==> src/rtl/divider_arbiter.sv <==
// Round-robin arbiter that time-shares one divider among NUM_REQ channels.
// One operation in flight: IDLE (grant) -> WAIT (divider settling) -> RESP (hold result).
module divider_arbiter #(
    parameter int NUM_REQ     = 4,
    parameter int DATA_W      = 16,
    parameter int DIV_LATENCY = 1
) (
    input  logic                      clk,
    input  logic                      reset_n,
    input  logic [NUM_REQ-1:0]        req_valid,
    input  logic [NUM_REQ*DATA_W-1:0] req_entry_1,
    input  logic [NUM_REQ*DATA_W-1:0] req_entry_2,
    output logic [NUM_REQ-1:0]        req_ready,
    output logic [DATA_W-1:0]         div_entry_1,
    output logic [DATA_W-1:0]         div_entry_2,
    input  logic [DATA_W-1:0]         div_output_1,
    output logic [NUM_REQ-1:0]        rsp_valid,
    output logic [DATA_W-1:0]         rsp_data,
    output logic                      rsp_dbz,
    input  logic [NUM_REQ-1:0]        rsp_ready,
    output logic                      busy,
    output logic [1:0]                dbg_state,
    output logic [2:0]                dbg_rr_ptr
);

    localparam int PTR_W = (NUM_REQ > 1) ? $clog2(NUM_REQ) : 1;

    // Handshakes: a transfer happens on a rising edge where valid and ready are
    // both high; valid never waits on ready, and rsp_valid holds until consumed.
    typedef enum logic [1:0] {
        IDLE = 2'd0,
        WAIT = 2'd1,
        RESP = 2'd2
    } state_t;

    state_t             state, state_next;
    logic [PTR_W-1:0]   rr_ptr;
    logic [PTR_W-1:0]   grant;
    logic [3:0]         wait_cnt;
    logic               arb_found;
    logic [PTR_W-1:0]   arb_win;
    logic [PTR_W:0]     arb_sum;
    logic [DATA_W-1:0]  win_entry_1;
    logic [DATA_W-1:0]  win_entry_2;
    logic               grant_fire;
    logic               win_dbz;

    // Scan from the highest offset down so the lowest offset from rr_ptr wins.
    always_comb begin
        arb_found = 1'b0;
        arb_win   = '0;
        arb_sum   = '0;
        for (int k = NUM_REQ - 1; k >= 0; k--) begin
            arb_sum = {1'b0, rr_ptr} + (PTR_W+1)'(k);
            if (arb_sum >= (PTR_W+1)'(NUM_REQ)) begin
                arb_sum = arb_sum - (PTR_W+1)'(NUM_REQ);
            end
            if (req_valid[arb_sum[PTR_W-1:0]]) begin
                arb_found = 1'b1;
                arb_win   = arb_sum[PTR_W-1:0];
            end
        end
    end

    assign win_entry_1 = req_entry_1[int'(arb_win)*DATA_W +: DATA_W];
    assign win_entry_2 = req_entry_2[int'(arb_win)*DATA_W +: DATA_W];
    assign win_dbz     = (win_entry_2 == '0);
    assign grant_fire  = (state == IDLE) && arb_found && reset_n;

    always_comb begin
        state_next = state;
        req_ready  = '0;
        rsp_valid  = '0;
        case (state)
            IDLE: begin
                if (grant_fire) begin
                    req_ready[arb_win] = 1'b1;
                    state_next         = win_dbz ? RESP : WAIT;
                end
            end
            WAIT: begin
                if (wait_cnt == 4'd1) state_next = RESP;
            end
            RESP: begin
                rsp_valid[grant] = 1'b1;
                if (rsp_ready[grant]) state_next = IDLE;
            end
            default: state_next = IDLE;
        endcase
    end

    always_ff @(posedge clk or negedge reset_n) begin
        if (!reset_n) begin
            state       <= IDLE;
            rr_ptr      <= '0;
            grant       <= '0;
            wait_cnt    <= '0;
            div_entry_1 <= '0;
            div_entry_2 <= '0;
            rsp_data    <= '0;
            rsp_dbz     <= 1'b0;
        end else begin
            state <= state_next;
            case (state)
                IDLE: begin
                    if (grant_fire) begin
                        grant       <= arb_win;
                        div_entry_1 <= win_entry_1;
                        div_entry_2 <= win_entry_2;
                        rr_ptr      <= (arb_win == PTR_W'(NUM_REQ - 1)) ? '0 : arb_win + 1'b1;
                        if (win_dbz) begin
                            rsp_data <= '1;
                            rsp_dbz  <= 1'b1;
                        end else begin
                            wait_cnt <= 4'(DIV_LATENCY);
                        end
                    end
                end
                WAIT: begin
                    wait_cnt <= wait_cnt - 4'd1;
                    if (wait_cnt == 4'd1) begin
                        rsp_data <= div_output_1;
                        rsp_dbz  <= 1'b0;
                    end
                end
                default: ;
            endcase
        end
    end

    assign busy       = (state != IDLE);
    assign dbg_state  = state;
    assign dbg_rr_ptr = 3'(rr_ptr);

endmodule
==> config.mk <==
export PLATFORM = sky130hd
export DESIGN_NAME = divider_arbiter
export DESIGN_NICKNAME = d
export VERILOG_FILES = /design/src/rtl/divider_arbiter.sv
export SDC_FILE = /design/constraint.sdc
export NUM_CORES = 1
export LEC_CHECK = 0
export CORE_MARGIN = 2
export CORE_UTILIZATION = 37
export CTS_CLUSTER_DIAMETER = 150
export DETAILED_ROUTE_END_ITERATION = 8
export GPL_ROUTABILITY_DRIVEN = 0
export GPL_TIMING_DRIVEN = 0
export PLACE_DENSITY = 0.89
export SLEW_MARGIN = 20
export SYNTH_ARGS = -nofsm -noshare
export SYNTH_HDL_FRONTEND = slang
export SYNTH_SLANG_ARGS = --single-unit
==> constraint.sdc <==
create_clock -name clk -period 4.9 [get_ports clk]
set_input_delay 1.47 -clock clk [delete_from_list [all_inputs] [get_ports clk]]
set_output_delay 1.47 -clock clk [all_outputs]
set_load 0.03 [all_outputs]
Word level (Yosys, flattened, before mapping). Index checks and enable logic that the tools add are counted.

Input bits: 154. Register bits after elaboration: 59.

Shift operators: 2. Reductions and logical operators: 12. Add/sub/neg operators: 9. Order comparisons: 12. Equal/unequal tests: 9. Multiplexer cells: 46.

Operator list (count): variable part select 64 x 7 -> 16 bit (2); 2-to-1 mux 16 bit (3); case mux 16 bit (2 select lines) (1); 2-to-1 mux 2 bit (13); 2-to-1 mux 4 bit (5); < comparator 2 x 3 -> 1 bit (second input constant) (6); logical NOT 16 bit (1); 2-to-1 mux 1 bit (14); binary-select mux 1 bit (select 2 bit) (5); != test 2 bit (second input constant) (5); >= comparator 3 bit (second input constant) (3); case mux 4 bit (2 select lines) (1); subtractor 2 x 1 -> 2 bit (second input constant) (4); adder 2 x 2 -> 3 bit (second input constant) (2); case mux 2 bit (3 select lines) (1); AND reduction 3 bit (2); demux 1 bit (select 2 bit) (2); == test 2 bit (second input constant) (2); == test 4 x 1 -> 1 bit (second input constant) (1); >= comparator 2 x 1 -> 1 bit (second input constant) (2); logical AND 1 bit (4); AND reduction 4 bit (1); nonzero test 2 bit (2); subtractor 4 x 1 -> 4 bit (second input constant) (1); 7 further kinds (7).

Longest topological paths before layout.
Depth after elaboration: 15. Depth in mapped cells: 13. Mapped depth without buffers: 8.

Least setup slack after synthesis. OpenSTA, ideal clock, no wires.

Path type: input to output. Start point: in req_valid[2]. End point: out req_ready[3]. Setup slack: -0.201 ns. Data arrival time: 3.631 ns. Path buffers: 5. Required time: 3.430 ns. Cell stages on the path: 10. Path through: nor2b_1 > buf_6 > or4b_1 > buf_2 > buf_6 > buf_6 > nand2_1 > clkbuf_1 > ha_1 > and2_1.

Word-level cells in the longest chain between the ends: 12.

RTL lines: start, declared (line 10) `input logic [NUM_REQ-1:0] req_valid,`; binary-select mux 1 bit (select 2 bit) (line 58) `if (req_valid[arb_sum[PTR_W-1:0]]) begin`; 2-to-1 mux 1 bit (not written as such) (line 58); 2-to-1 mux 2 bit (3 in series) (line 58); 2-to-1 mux 2 bit * (line 58); net arb_win[0] (line 41) `logic [PTR_W-1:0] arb_win;`; < comparator 2 x 3 -> 1 bit (not written as such) / >= comparator 2 x 1 -> 1 bit (equally long branches) (line 77) `req_ready[arb_win] = 1'b1;`; logical AND 1 bit (not written as such) (line 77); 2-to-1 mux 1 bit (not written as such) (line 77); demux 1 bit (select 2 bit) * (line 77); 2-to-1 mux 4 bit * (line 76) `if (grant_fire) begin`; 2-to-1 mux 4 bit * (line 74) `case (state)`; end, declared (line 13) `output logic [NUM_REQ-1:0] req_ready,`.

The timed path passes the listed nets; every way through them passes the cells marked *. The select of a mux whose other input is x is not followed.

Worst setup path after layout.
Start point: in req_valid[3]. End point: out req_ready[3].

The elaborated chain is that of the path after synthesis.

==> results <==
metrics by stage:
step	setup slack (ns)	util (%)	setup TNS [ns]	hold slack (ns)
global placement	-3.16	58.6	-62.56	0.457
floorplan	-0.00570	-	-0.00570	0.463
global route	-0.00117	63.1	-0.00158	0.500
detailed placement	-1.53	58.9	-6.01	0.462
finish	0.0641	63.1	0	0.468
CTS	0.00809	62.1	0	0.475
cell type report:
| type | count | area [um^2] | share of cell area, % |
|---|---|---|---|
| repair buffers | 226 | 2260 | 31.3 |
| inverters | 7 | 38.8 | 0.536 |
| clock buffers | 10 | 239 | 3.30 |
| multi-input cells | 465 | 2670 | 36.9 |
| plain buffers | 45 | 304 | 4.20 |
| well taps | 143 | 179 | 2.47 |
| clock inverters | 6 | 63.8 | 0.882 |
| flip-flops and latches | 59 | 1480 | 20.4 |
flip-flops by register name, summed over array words and instances (netlist names):
name	cells
dbg_state	2
div_entry_1	16
div_entry_2	16
grant	2
rr_ptr	2
rsp_data	16
rsp_dbz	1
wait_cnt	4
synth_stat cells, types with 2 or more instances:
| library cell | count |
|---|---|
| nand2_1 | 175 |
| and2_1 | 5 |
| buf_6 | 8 |
| mux2_2 | 3 |
| nor4_2 | 3 |
| nor2_1 | 29 |
| a21bo_1 | 10 |
| dfrtp_1 | 59 |
| o21ai_0 | 19 |
| a32oi_1 | 17 |
| clkbuf_1 | 32 |
| nor4_1 | 17 |
| nor2b_1 | 5 |
| buf_1 | 4 |
| a21o_1 | 2 |
| a221oi_1 | 16 |
| ha_1 | 6 |
| nand3_2 | 4 |
| or3_1 | 18 |
| nor3b_1 | 16 |
| a21bo_2 | 6 |
| clkinv_1 | 2 |
| buf_2 | 8 |
| nand3_1 | 78 |
| a21oi_2 | 18 |
| o21ai_2 | 2 |
| nor3_1 | 2 |
| inv_1 | 4 |
metal layers:
metal / routed length [um] / track usage, % / up-vias
met1: 7150 / 35.0 / 2496
met4: 439 / 7.72 / 0
met5: 0 / 0 / -
met3: 1130 / 5.30 / 39
li1: - / - / 2512
met2: 8030 / 41.5 / 214
path summary, 6_finish.rpt:
| kind | start | end | slack, ns | cells past startpoint |
|---|---|---|---|---|
| worst max register to register | rr_ptr[1]$_DFFE_PN0P_ | wait_cnt[1]$_DFFE_PN0P_ | 1.81 | 10 |
| max in group asynchronous | reset_n | wait_cnt[1]$_DFFE_PN0P_ | 3.45 | 2 |
| worst min register to register | div_entry_1[0]$_DFFE_PN0P_ | div_entry_1[0]$_DFFE_PN0P_ | 0.47 | 2 |
| min in group asynchronous | reset_n | div_entry_2[12]$_DFFE_PN0P_ | 0.96 | 1 |
| worst max-delay path | req_valid[3] | req_ready[3] | 0.06 | 10 |
| worst min-delay path | div_entry_1[0]$_DFFE_PN0P_ | div_entry_1[0]$_DFFE_PN0P_ | 0.47 | 2 |
repair_timing:
item,4_1_cts,5_1_grt
hold endpoints to repair,0,0
buffers inserted,2,7
resized for setup,62,13
setup endpoints to repair,4,4
hold buffers,0,0
gates cloned,0,1
pin swaps,1,3
worst register-to-register path, cell delays in order (launching register included):
cell and delay, ns:
dfrtp_1 0.34, buf_2 0.21, nand2_1 0.12, a211o_4 0.38, clkbuf_1 0.23, a221oi_1 0.55, a32oi_1 0.20, nor4_1 0.37
nand4_2 0.26, buf_6 0.24, a21oi_2 0.13
power breakdown:
part	leakage (nW)	switching [mW]	total, mW	internal, mW
clock	0.145	0.231	0.638	0.407
sequential	0.737	0.162	0.883	0.721
combinational	2.22	1.62	2.74	1.12
total	3.10	2.01	4.26	2.24
cells by family (layout without fill, tap and decap cells):
logic type      count (synthesis)  after routing  share of synthesized area, %
other cells                     1              1                        0.0856
compound gates                 97             97                          18.1
xor+xnor                        1              1                         0.200
flops                          59             59                          33.7
buf+inv                        60            294                          6.83
mux                             3              3                         0.771
simple gates                  357            357                          38.6
fa+ha+maj                       6              6                          1.71
==> results_dict.tcl <==
set metrics [dict create \
    critical_path_required_ns 3.43 \
    route.antenna.remaining_nets 0 \
    ioPinCount 217 \
    fp.dieArea_um2 12700 \
    cts.path.max_buffers 2 \
    yosysSeqAreaShare_pct 33.7 \
    ys_async_sr_fraction_pct 100 \
    status "finished, final reports clean" \
    timing_worst_setup_path_type "input pin to output port" \
    timing.max_cap.violations 0 \
    timing.fmax_mhz 207 \
    wirelength_routed_um 16700 \
    worst_path_max_stage_delay_ns 0.56 \
    ys_ff_latch 59 \
    timing.hold.worst.class "flop to flop" \
    synth_edf_count 0 \
    antenna_found_initial 0 \
    fin_cells 961 \
    total_power_mw 4.26 \
    synth_area_leaders "dfrtp_1 34%, nand2_1 15%, nand3_1 8.9%" \
    timing.critical_path.from_type "input pin" \
    worstPathBufferInverterCount 5 \
    worstMarginPinSlew_ns 0.673 \
    area_added_between_synthesis_and_finish_pct 65.1 \
    power.density_nw_per_um2 589 \
    ys_dominant_reg_cell "dfrtp_1" \
    total_standard_cell_area_after_synthesis_um2 4380 \
    post_synth_inst_count 584 \
    distinct_cells_synth 44 \
    nFillCells 997 \
    vias 5261 \
    cp_most_frequent_cell "buf_6" \
    vdd.ir_drop.worst_uv 386 \
    port_buffers 215 \
    syn-num-nets 744 \
    placed_cell_area_um2 6750 \
    worst_path_max_delay_cell "or4b_4" \
    numCtsBuffers 9 \
    post_drt_via_cell_ratio 5.47 \
    dpl.hpwl_um 12400 \
    antenna_cells 0 \
    drive_above_1_share_pct 12.5 \
    cts_max_level 3 \
    drc 0 \
    final_nets 973 \
    all_layer_global_routing_usage_pct 25.8 \
    dp_cells 943 \
    clock_latency_ns 0.32 \
    final-setup-viol-count 0 \
    leading_cell_type_in_the_layout_fill_and_taps_excluded "clkdlybuf4s50_1" \
    timing.critical_path.cells "clkdlybuf4s15_1 -> nor2b_1 -> buf_6 -> or4b_4 -> buf_12 -> nand2_8 -> clkbuf_16 -> ha_1 -> and2_1 -> buf_6" \
    firstDrtPassIters 5 \
    final-max-slew-violation-count 0 \
    worst_slew_margin_rel_pct 55.2 \
    post_layout_min_period_ns 4.84 \
    rows 39 \
    cp_data_arrival_time_ns 3.37 \
    floorplan.initialDensity_pct 38.2 \
    cpLargestDelayFamily "simple AND/OR/NAND/NOR gates" \
    layout.cells.most_common_list "206 x clkdlybuf4s50_1, 174 x nand2_1, 77 x nand3_1" \
    leakage_nw 3.10 \
    synth_top_area_share_pct 33.7 \
    wl_per_cell_um 17.4 \
    grt_max_degree 56 \
    detailedRoute.firstIterationViolations 414 \
    vias_in_the_first_global_route 5005 \
    cts_tree "built" \
    finalHoldViolations 0 \
    layout.cell_area.non_filler_um2 7230 \
    yosys_warnings 0 \
    synth_top_area_cell "dfrtp_1" \
    worst_setup_hold_path_clk_slew_ns 0.05 \
    synthesis.area_per_instance_um2 7.50 \
    first_pass_grt_wire_length_um 26400 \
    clock_skews_ns 0.00873 \
    fp.coreArea_um2 11500 \
    die-height_um 113 \
    critical_path_peak_fanout 8 \
    final_min_period_over_clock_period_pct 98.7 \
    grt-ovfl-total 0 \
    cts_root_buf "clkbuf_16" \
    cts.sinks 59 \
    fp.dieW_um 113 \
    crit_path_end_kind "output port" \
]
(Power assumes the default switching activity.)
